$ cat src/rtl/sca_stim_ctrl_if.sv
// rtl/sca_stim_ctrl_if.sv - serial link and DUT pin bundle for the stimulus controller
//
// Purpose: groups the config link, run control and DUT-facing signals.
// Ports (signals):
//   sca_data_in  host -> ctrl  serial config bit
//   sca_frame    host -> ctrl  config shift window
//   sca_start    host -> ctrl  run start/stop level
//   dut_outputs  DUT  -> ctrl  DUT response
//   dut_inputs   ctrl -> DUT   registered DUT drive
//   sca_data_out ctrl -> host  serial echo / readback
//   trigger      ctrl -> host  one-cycle scope trigger
//   xor_out      ctrl -> host  XOR of last captured outputs
//   busy         ctrl -> host  run/capture/readback in progress
// Modports: master (host/bench side), slave (controller side).
interface sca_stim_ctrl_if #(
  parameter int NUM_INS  = 8,
  parameter int NUM_OUTS = 8
);
  logic                sca_data_in;
  logic                sca_frame;
  logic                sca_start;
  logic [NUM_OUTS-1:0] dut_outputs;
  logic [NUM_INS-1:0]  dut_inputs;
  logic                sca_data_out;
  logic                trigger;
  logic                xor_out;
  logic                busy;

  modport master (
    output sca_data_in, sca_frame, sca_start, dut_outputs,
    input  dut_inputs, sca_data_out, trigger, xor_out, busy
  );

  modport slave (
    input  sca_data_in, sca_frame, sca_start, dut_outputs,
    output dut_inputs, sca_data_out, trigger, xor_out, busy
  );
endinterface

$ cat src/rtl/sca_stim_ctrl.sv
// rtl/sca_stim_ctrl.sv - side-channel stimulus engine with serial config and readback
//
// Purpose: shifts in a per-input stimulus config, runs a bounded or continuous
// burst (static/toggle/LFSR/pulse per input) with a scope trigger, captures the
// DUT outputs and shifts them back out MSB first.
// Ports:
//   sca_clk  sole clock, rising edge
//   reset    asynchronous, active-low
//   bus      sca_stim_ctrl_if.slave (link, run control and DUT pins)
module sca_stim_ctrl #(
  parameter int NUM_INS  = 8,
  parameter int NUM_OUTS = 8
) (
  input logic           sca_clk,
  input logic           reset,
  sca_stim_ctrl_if.slave bus
);
  localparam int          CFG_LEN   = 3 * NUM_INS + 16;
  localparam int          BW        = $clog2(NUM_OUTS + 1);
  localparam logic [15:0] LFSR_SEED = 16'hACE1;

  typedef enum logic [2:0] {IDLE, LOAD, RUN, CAPTURE, SHIFT_OUT} state_t;

  state_t              state, state_nxt;
  logic [CFG_LEN-1:0]  shift_reg, shift_reg_nxt;
  logic [CFG_LEN-1:0]  cfg, cfg_nxt;
  logic [NUM_OUTS-1:0] out_sr, out_sr_nxt;
  logic [NUM_INS-1:0]  drive, drive_nxt;
  logic [15:0]         lfsr, lfsr_nxt, lfsr_step;
  logic [7:0]          run_cnt, run_cnt_nxt;
  logic [7:0]          tog_cnt, tog_cnt_nxt;
  logic                tog_phase, tog_phase_nxt, tog_phase_run;
  logic [BW-1:0]       bit_cnt, bit_cnt_nxt;
  logic                start_q, start_edge;
  logic                trig, trig_nxt;
  logic                xr, xr_nxt;

  logic [NUM_INS-1:0]  cfg_s;
  logic [7:0]          cfg_div;
  logic [7:0]          cfg_run_len;

  assign cfg_s       = cfg[NUM_INS-1:0];
  assign cfg_div     = cfg[3*NUM_INS +: 8];
  assign cfg_run_len = cfg[3*NUM_INS+8 +: 8];

  assign start_edge  = bus.sca_start & ~start_q;

  // Fibonacci LFSR, taps 16,14,13,11, shifting towards bit 0.
  assign lfsr_step   = {lfsr[0] ^ lfsr[2] ^ lfsr[3] ^ lfsr[5], lfsr[15:1]};

  // Phase to use in the next RUN cycle: flips when the reload counter expires.
  assign tog_phase_run = tog_phase ^ (tog_cnt == 8'd0);

  function automatic logic [NUM_INS-1:0] stim_value(
    input logic [CFG_LEN-1:0] c,
    input logic               first,
    input logic               phase,
    input logic [15:0]        lf
  );
    logic [NUM_INS-1:0] v;
    logic [1:0]         m;
    v = '0;
    for (int i = 0; i < NUM_INS; i++) begin
      m = c[NUM_INS + 2*i +: 2];
      case (m)
        2'b00:   v[i] = c[i];
        2'b01:   v[i] = c[i] ^ phase;
        2'b10:   v[i] = lf[i % 16];
        default: v[i] = first ? ~c[i] : c[i];
      endcase
    end
    return v;
  endfunction

  always_ff @(posedge sca_clk or negedge reset) begin
    if (!reset) begin
      state     <= IDLE;
      shift_reg <= '0;
      cfg       <= '0;
      out_sr    <= '0;
      drive     <= '0;
      lfsr      <= LFSR_SEED;
      run_cnt   <= '0;
      tog_cnt   <= '0;
      tog_phase <= 1'b0;
      bit_cnt   <= '0;
      start_q   <= 1'b0;
      trig      <= 1'b0;
      xr        <= 1'b0;
    end else begin
      state     <= state_nxt;
      shift_reg <= shift_reg_nxt;
      cfg       <= cfg_nxt;
      out_sr    <= out_sr_nxt;
      drive     <= drive_nxt;
      lfsr      <= lfsr_nxt;
      run_cnt   <= run_cnt_nxt;
      tog_cnt   <= tog_cnt_nxt;
      tog_phase <= tog_phase_nxt;
      bit_cnt   <= bit_cnt_nxt;
      start_q   <= bus.sca_start;
      trig      <= trig_nxt;
      xr        <= xr_nxt;
    end
  end

  always_comb begin
    state_nxt     = state;
    shift_reg_nxt = shift_reg;
    cfg_nxt       = cfg;
    out_sr_nxt    = out_sr;
    drive_nxt     = cfg_s;
    lfsr_nxt      = lfsr;
    run_cnt_nxt   = run_cnt;
    tog_cnt_nxt   = tog_cnt;
    tog_phase_nxt = tog_phase;
    bit_cnt_nxt   = bit_cnt;
    trig_nxt      = 1'b0;
    xr_nxt        = xr;

    case (state)
      IDLE: begin
        // Frame has priority; a coincident start edge is simply lost.
        if (bus.sca_frame) begin
          state_nxt     = LOAD;
          shift_reg_nxt = {shift_reg[CFG_LEN-2:0], bus.sca_data_in};
        end else if (start_edge) begin
          state_nxt     = RUN;
          trig_nxt      = 1'b1;
          lfsr_nxt      = LFSR_SEED;
          tog_cnt_nxt   = cfg_div;
          tog_phase_nxt = 1'b0;
          run_cnt_nxt   = cfg_run_len - 8'd1;
          drive_nxt     = stim_value(cfg, 1'b1, 1'b0, LFSR_SEED);
        end
      end

      LOAD: begin
        if (bus.sca_frame) begin
          shift_reg_nxt = {shift_reg[CFG_LEN-2:0], bus.sca_data_in};
        end else begin
          cfg_nxt   = shift_reg;
          drive_nxt = shift_reg[NUM_INS-1:0];
          state_nxt = IDLE;
        end
      end

      RUN: begin
        lfsr_nxt      = lfsr_step;
        tog_phase_nxt = tog_phase_run;
        tog_cnt_nxt   = (tog_cnt == 8'd0) ? cfg_div : tog_cnt - 8'd1;
        if ((cfg_run_len != 8'd0) ? (run_cnt == 8'd0) : start_edge) begin
          state_nxt = CAPTURE;
        end else begin
          if (cfg_run_len != 8'd0) begin
            run_cnt_nxt = run_cnt - 8'd1;
          end
          drive_nxt = stim_value(cfg, 1'b0, tog_phase_run, lfsr_step);
        end
      end

      CAPTURE: begin
        out_sr_nxt  = bus.dut_outputs;
        xr_nxt      = ^bus.dut_outputs;
        bit_cnt_nxt = BW'(NUM_OUTS - 1);
        state_nxt   = SHIFT_OUT;
      end

      SHIFT_OUT: begin
        out_sr_nxt = out_sr << 1;
        if (bit_cnt == '0) begin
          state_nxt = IDLE;
        end else begin
          bit_cnt_nxt = bit_cnt - BW'(1);
        end
      end

      default: state_nxt = IDLE;
    endcase
  end

  // Echo in LOAD lets several controllers be daisy-chained on one link.
  always_comb begin
    bus.sca_data_out = 1'b0;
    if (state == LOAD) begin
      bus.sca_data_out = shift_reg[CFG_LEN-1];
    end else if (state == SHIFT_OUT) begin
      bus.sca_data_out = out_sr[NUM_OUTS-1];
    end
  end

  assign bus.busy       = (state == RUN) || (state == CAPTURE) || (state == SHIFT_OUT);
  assign bus.dut_inputs = drive;
  assign bus.trigger    = trig;
  assign bus.xor_out    = xr;
endmodule

$ cat src/flat_wrapper.sv
// flat-port wrapper written by rule: the top's interface ports become plain ports
module sca_stim_ctrl_flat 
#(
  parameter int NUM_INS  = 8,
  parameter int NUM_OUTS = 8
)
  (sca_clk, reset, bus_sca_data_in, bus_sca_frame, bus_sca_start, bus_dut_outputs, bus_dut_inputs, bus_sca_data_out, bus_trigger, bus_xor_out, bus_busy);
  sca_stim_ctrl_if #(.NUM_INS(NUM_INS), .NUM_OUTS(NUM_OUTS)) bus_i ();
  input logic sca_clk;
  input logic reset;
  input wire logic [$bits(bus_i.sca_data_in)-1:0] bus_sca_data_in;
  input wire logic [$bits(bus_i.sca_frame)-1:0] bus_sca_frame;
  input wire logic [$bits(bus_i.sca_start)-1:0] bus_sca_start;
  input wire logic [$bits(bus_i.dut_outputs)-1:0] bus_dut_outputs;
  output wire logic [$bits(bus_i.dut_inputs)-1:0] bus_dut_inputs;
  output wire logic [$bits(bus_i.sca_data_out)-1:0] bus_sca_data_out;
  output wire logic [$bits(bus_i.trigger)-1:0] bus_trigger;
  output wire logic [$bits(bus_i.xor_out)-1:0] bus_xor_out;
  output wire logic [$bits(bus_i.busy)-1:0] bus_busy;
  assign bus_i.sca_data_in = bus_sca_data_in;
  assign bus_i.sca_frame = bus_sca_frame;
  assign bus_i.sca_start = bus_sca_start;
  assign bus_i.dut_outputs = bus_dut_outputs;
  assign bus_dut_inputs = bus_i.dut_inputs;
  assign bus_sca_data_out = bus_i.sca_data_out;
  assign bus_trigger = bus_i.trigger;
  assign bus_xor_out = bus_i.xor_out;
  assign bus_busy = bus_i.busy;
  sca_stim_ctrl #(.NUM_INS(NUM_INS), .NUM_OUTS(NUM_OUTS)) u_core (.sca_clk(sca_clk), .reset(reset), .bus(bus_i));
endmodule
$ cat config.mk
export PLATFORM = sky130hd
export DESIGN_NAME = sca_stim_ctrl_flat
export DESIGN_NICKNAME = d
export VERILOG_FILES = /design/src/rtl/sca_stim_ctrl_if.sv /design/src/rtl/sca_stim_ctrl.sv /design/src/flat_wrapper.sv
export SDC_FILE = /design/constraint.sdc
export NUM_CORES = 1
export LEC_CHECK = 0
export ABC_CLOCK_PERIOD_IN_PS = 3550
export CORE_AREA = 2 2 142 144
export DETAILED_ROUTE_END_ITERATION = 7
export DIE_AREA = 0 0 144 146
export GPL_TIMING_DRIVEN = 0
export PLACE_DENSITY = 0.59
export SETUP_SLACK_MARGIN = 0.5
export SYNTH_ARGS = -nofsm -noshare
export SYNTH_HDL_FRONTEND = slang
export SYNTH_SLANG_ARGS = --single-unit
$ cat constraint.sdc
create_clock -name sca_clk -period 3.55 [get_ports sca_clk]
set_input_delay 0.5325 -clock sca_clk [delete_from_list [all_inputs] [get_ports sca_clk]]
set_output_delay 0.5325 -clock sca_clk [all_outputs]
set_load 0.03 [all_outputs]
==> flow_summary.toml, run 1 <==
[run_status]
status = "complete, no violations"

[critical_path]
reg2reg_from = "u_core.state[1]"
critical_path.cell_chain = "or3b_2, clkbuf_1, clkbuf_1, mux2i_1, ha_1, nand2_1, xnor2_1, o21ai_0, a21oi_1"
cpPeakStageDelay_ns = 0.62
timing.rr.end = "u_core.run_cnt[4]"
cp_top_family = "buffers and inverters"
path_max_fanout = 10
path_common_cell = "clkbuf_1"
r2r_cells = 9
startpoint_type = "flop"
startpoint = "u_core.state[1]"
cp.buffers_inverters = 2
worst-path-stages = 9
crit_slowest_cell = "clkbuf_1"
required_ns = 3.86
criticalPathCategory = "flop to flop"
cp_data_arrival_time_ns = 3.24
rrSetupSlack_ns = 0.62
end_kind = "flop"

[sta]
tns_ns = 0
timing.final.ws_setup_ns = 0.6169
setup_viol = 0
timing.hold.ws_ns = 0.02793
slew_violations = 0
clock_skew_ns = 0.009979
finalCritPeriodShare_pct = 82.62
slew_headroom_pct = 10.42
fmax_mhz = 340.9
min_period_ns = 2.933
finalHoldViolations = 0
tightestPinTransition_ns = 1.333
rsz0062_at_grt = "no"

[clock_network]
ctsResizeCount = 4
cts_buffers = 17
cts.sinks = 139
cts_tree = "done"
cts-hold-fix-buffers = 0
clockRootBuffer = "clkbuf_16"
cts_setup_buffers = 0
clk_path_buf_depth = 2
htree_levels = 4
clock_latency_ns = 0.42
clk_pin_slew_ns = 0.07

[pwr]
power_mw = 7.368
p_int_mw = 4.669
pwr-share-comb_pct = 38.1
p_per_area_mw_per_mm2 = 865.7
clkPwrFrac_pct = 25.6
seqPwrFrac_pct = 36.3
power_switching_share_pct = 36.64
p_switching_mw = 2.700
peakVddDrop_mv = 0.3860
p_leak_nw = 3.748

[placement]
place_area_mm2 = 0.007866
place_inst = 948
dp_hpwl_um = 11980
dpl_worst_slack_ns = -0.08727
port_buffers = 24
globalplace.congestion = 0.8658

[logic_synthesis]
syn_avg_cell_area_um2 = 11.04
syn-cell-area_mm2 = 0.007266
synth.top_cell.area_share_pct = 45.12
synth_warnings = 0
ys.flop_type = "dfrtp_1"
synthTopCellsByArea = "dfrtp_1 45%, mux2_2 9.6%, ha_1 5.3%, a22o_1 3.3%, dfstp_2 2.9%"
synth_nets = 702
synth_top_cell_by_area = "dfrtp_1"
synth-seq-cells = 139
syn_inst = 658
synth_edf_count = 0
async_flop_share_pct = 100.0
seq_area_frac_synth_pct = 48.01
ys_types = 63

[die]
io_pins = 25
core_mm2 = 0.01933
die_w_um = 144
die_h_um = 146
rows = 51
start_util_pct = 37.58
dieArea_mm2 = 0.02102

[global_route]
grt_max_degree = 97
overflow = 0
antenna_found_initial = 0
track_usage_pct = 17.51
first_global_vias = 5477
grt_pass1_wl_um = 28840

[routing]
num_vias = 5368
drt_iter0_markers = 359
drt_pass1_iterations = 5
drcViolationCount = 0
drt-total-wl_um = 17540
vias_per_cell = 5.478
antenna_left = 0
wl_per_cell_um = 17.90

[finish]
syn_to_final_growth_pct = 17.15
diodes = 0
final_layout_size_suffix_gt1_share_pct = 18.46
final_cells = 980
n_fill_cell = 1785
finalCoreUtilization_pct = 44.02
nets = 746
final_area_mm2 = 0.008512

[worst_hold_path]
hold_path_class = "input pin to async pin"

[flow_run]
maxCapViolations = 0
==> kinds of logic (layout without fill, tap and decap cells) <==
logic type	after synthesis	in the layout	share of synthesized area, %
compound gates	191	191	18.44
xor+xnor	22	22	4.167
fa+ha+maj	31	31	5.338
buf+inv	74	131	4.236
flops	139	139	48.01
mux	66	66	10.23
simple gates	135	135	9.575
==> worst register-to-register path, cell delays in order, from the launching register on <==
cell	delay, ns
dfrtp_1	0.44
or3b_2	0.22
clkbuf_1	0.44
clkbuf_1	0.62
mux2i_1	0.27
ha_1	0.33
nand2_1	0.11
xnor2_1	0.14
o21ai_0	0.17
a21oi_1	0.09
==> worst max-delay path by stage <==
stage / slack (ns) / to
after global placement: -3.68 / u_core.shift_reg[34]
after floorplan: 1.19 / u_core.run_cnt[0]
after global routing: 0.51 / u_core.run_cnt[4]
after detailed placement: -0.09 / u_core.cfg[13]
final: 0.62 / u_core.run_cnt[4]
after CTS: 0.41 / bus_busy
==> final cells by class <==
cell class	instances	area [um^2]	area share, %
tap	265	331.6	3.895
inverter	30	112.6	1.323
buffer	44	202.7	2.381
sequential	139	3488	40.98
multi-input combinational	445	3477	40.85
clock inverter	14	196.4	2.308
timing repair buffer	25	274.0	3.219
clock buffer	18	429.2	5.042
==> cell usage in the layout (no fill, tap or decap), types with 5 or more instances in the layout <==
master           count
clkbuf_16           17
ha_1                31
dfstp_2              8
mux2_2              62
dfrtp_1            131
o311ai_0             5
nor3_1              10
or3_1                7
o21ai_0             38
a22o_1              27
nand3b_1             7
inv_1               30
nor2_1              20
o22a_1               7
a31oi_1              9
clkbuf_1            32
o21bai_1             5
a21oi_1             34
o211ai_1            14
a22oi_1             18
a222oi_1             5
nand2_1             46
clkdlybuf4s50_1     21
nand3_1              9
xnor2_1             10
nor4_1               5
or4_1                5
o22ai_1              5
xnor3_1              8
==> power groups by stage <==
stage / logic, mW / clock network, mW / registers [mW]
global route: 3.09 / 1.99 / 2.75
finish: 2.81 / 1.89 / 2.67
detailed placement: 2.79 / 0 / 2.69
global placement: 2.69 / 0 / 2.66
CTS: 2.81 / 1.93 / 2.67
floorplan: 1.99 / 0 / 2.64
==> cells in the mapped netlist, types with 2 or more instances <==
| cell | n |
|---|---|
| a22o_1 | 27 |
| buf_4 | 2 |
| a21oi_1 | 34 |
| nor2b_1 | 3 |
| mux2i_1 | 3 |
| a222oi_1 | 5 |
| nand2b_1 | 3 |
| buf_1 | 3 |
| nor2_1 | 21 |
| mux2_2 | 62 |
| nor4_1 | 5 |
| or3b_2 | 3 |
| a211oi_1 | 4 |
| nand2_1 | 46 |
| or3_1 | 7 |
| clkbuf_1 | 36 |
| buf_6 | 3 |
| a221oi_1 | 2 |
| o311ai_0 | 5 |
| nor3b_1 | 4 |
| o21ai_0 | 38 |
| ha_1 | 31 |
| nand3b_1 | 7 |
| or2_2 | 2 |
| o31ai_1 | 3 |
| a21o_1 | 2 |
| o21ai_1 | 2 |
| inv_1 | 30 |
| o21bai_1 | 5 |
| xor2_1 | 4 |
| or4_1 | 5 |
| a31oi_1 | 9 |
| and2_1 | 2 |
| xnor3_1 | 8 |
| o211ai_1 | 14 |
| dfrtp_1 | 131 |
| xnor2_1 | 10 |
| o22ai_1 | 5 |
| nand3_1 | 9 |
| o22a_1 | 7 |
| nor3_1 | 10 |
| a22oi_1 | 18 |
| dfstp_2 | 8 |
==> layer usage <==
layer / vias to the layer above / track usage (%) / wire (um)
li1: 2511 / - / -
met1: 2700 / 24.05 / 8091
met2: 137 / 27.40 / 8373
met5: - / 0 / 0
met4: 0 / 5.245 / 249
met3: 20 / 4.245 / 829
Note: power is estimated with default switching activity, not from simulation.
==> run 2: changes to the inputs <==
- ABC_CLOCK_PERIOD_IN_PS: 3550 -> 2900
- clock period: 3.55 -> 2.9 ns (I/O delays scaled with it)
==> run 2 against run 1 <==
  * Utilization rose by 1.3 points
  * Clock power rose by 22%
  * Die area did not move
  * Flip-flop and latch count did not move
  * Sequential share of layout area fell by 1.2 points
  * Routed wire length rose by 1.0%
  * Non-clock buffer count rose by 12
  * Clock skew barely moved
  * Global-route usage rose by 0.20 points
  * Register-to-register slack got worse by 0.08 ns
  * Largest power group unchanged
==> flow_summary.toml, run 2 (synthesis gave the netlist of run 1 again) <==
[run_status]
status = "complete, no violations"

[pwr]
p_per_area_mw_per_mm2 = 1054
peakVddDrop_mv = 0.4765
p_leak_nw = 3.848
power_mw = 9.244

[sta]
finalCritPeriodShare_pct = 83.10
fmax_mhz = 415.0
finalHoldViolations = 0
slew_violations = 0
rsz0062_at_grt = "yes"
clock_skew_ns = 0.009605
timing.hold.ws_ns = 0.4632
setup_viol = 0
min_period_ns = 2.410
slew_headroom_pct = 31.94
timing.final.ws_setup_ns = 0.4901
tightestPinTransition_ns = 1.013

[global_route]
antenna_found_initial = 0
use_met1_pct = 24.13
busiest_layer = "met2"
grt_max_degree = 97
first_global_vias = 5583
grt_pass1_wl_um = 29210
overflow = 0
track_usage_pct = 17.71
global_route.usage.met2_pct = 27.90
gr-usage-met3_pct = 4.311

[clock_network]
htree_levels = 4
cts_buffers = 17
clk_pin_slew_ns = 0.06
clockRootBuffer = "clkbuf_16"
cts.sinks = 139
clk_path_buf_depth = 2
cts_tree = "done"
clock_latency_ns = 0.42

[die]
core_mm2 = 0.01933
io_pins = 25
start_util_pct = 37.58
rows = 51
die_h_um = 146
die_w_um = 144
dieArea_mm2 = 0.02102

[routing]
wl_per_cell_um = 17.86
drcViolationCount = 0
drt-total-wl_um = 17720
vias_per_cell = 5.442
num_vias = 5398
drt_pass1_iterations = 5
antenna_left = 0
drt_iter0_markers = 421

[finish]
n_fill_cell = 1760
final_layout_size_suffix_gt1_share_pct = 23.93
diodes = 0
syn_to_final_growth_pct = 20.68
layout_commonest_cell = "dfrtp_1"
nets = 758
final_cell_mix = "130 x dfrtp_1, 62 x mux2_2, 46 x nand2_1"

[critical_path]
path_max_fanout = 10
end_kind = "output pin"
cpPeakStageDelay_ns = 0.34
cp_top_family = "buffers and inverters"
startpoint_type = "flop"
cp.buffers_inverters = 5
crit_slowest_cell = "dfrtp_1"
criticalPathCategory = "flop to output pin"
path_common_cell = "buf_4"
cp_data_arrival_time_ns = 1.97
required_ns = 2.47
critical_path.cell_chain = "buf_4, buf_6, buf_4, buf_4, a21o_1, clkdlybuf4s15_2"

[flow_run]
maxCapViolations = 0

[placement]
dpl_worst_slack_ns = -0.6398
port_buffers = 24
globalplace.congestion = 0.8658
dp_hpwl_um = 11980

[worst_hold_path]
hold_path_class = "input pin to flop"
run 2: final timing paths:
check,end,startpoint,slack [ns],depth (start not counted)
setup / recovery,bus_busy,u_core.state[2],0.49,6
hold / removal,u_core.state[0],bus_sca_frame,0.46,3
setup reg to reg,u_core.run_cnt[0],u_core.run_cnt[5],0.54,7
hold reg to reg,u_core.bus.xor_out,u_core.bus.xor_out,0.49,2
max in group asynchronous,u_core.lfsr[7],reset,1.57,3
min in group asynchronous,u_core.shift_reg[17],reset,0.50,2
run 2: power by group:
part / switching, mW / leakage (nW) / internal, mW
Clock: 0.868 / 0.296 / 1.44
Sequential: 0.597 / 1.76 / 2.67
Combinational: 1.91 / 1.79 / 1.75
Total: 3.38 / 3.85 / 5.87
run 2: what timing repair did:
item | 4_1_cts | 5_1_grt
hold endpoints to repair | 43 | 0
pin swaps | 2 | 3
setup buffers | 9 | 2
gates resized for setup | 43 | 38
setup endpoints to repair | 85 | 68
hold buffers | 1 | 0
run 2: layout make-up:
class / count / area, um^2 / share of cell area [%]
multi-input combinational: 445 / 3581 / 40.84
inverter: 30 / 112.6 / 1.284
sequential: 139 / 3490 / 39.80
timing repair buffer: 37 / 375.4 / 4.281
buffer: 44 / 252.7 / 2.882
clock inverter: 14 / 196.4 / 2.240
clock buffer: 18 / 429.2 / 4.894
tap: 265 / 331.6 / 3.781
run 2: worst register-to-register path, stage by stage, from the launching register on:
cell and delay, ns:
dfrtp_1 0.39, or4_4 0.54, or4_4 0.43, buf_6 0.15, o2bb2ai_4 0.13, and2_4 0.17
buf_6 0.13, mux2_4 0.30
run 2: per-stage QoR:
stage                     util [%]  instance area (um^2)  std cells  TNS (ns)
final                        45.35                  8768        992         0
after detailed placement     40.68                  7866        948    -16.47
after global routing         45.35                  8768        992         0
after CTS                    44.82                  8666        990         0
after floorplan                  -                  7266        658         0
after global placement       40.54                  7838        947   -587.82
run 2: per-layer routing:
metal  vias up  wire (um)  part of all wire, %
met1      2722       8223                   46
met4         0        220                  1.2
li1       2537          -                    -
met5         -          0                    0
met2       124       8461                   48
met3        15        814                  4.6
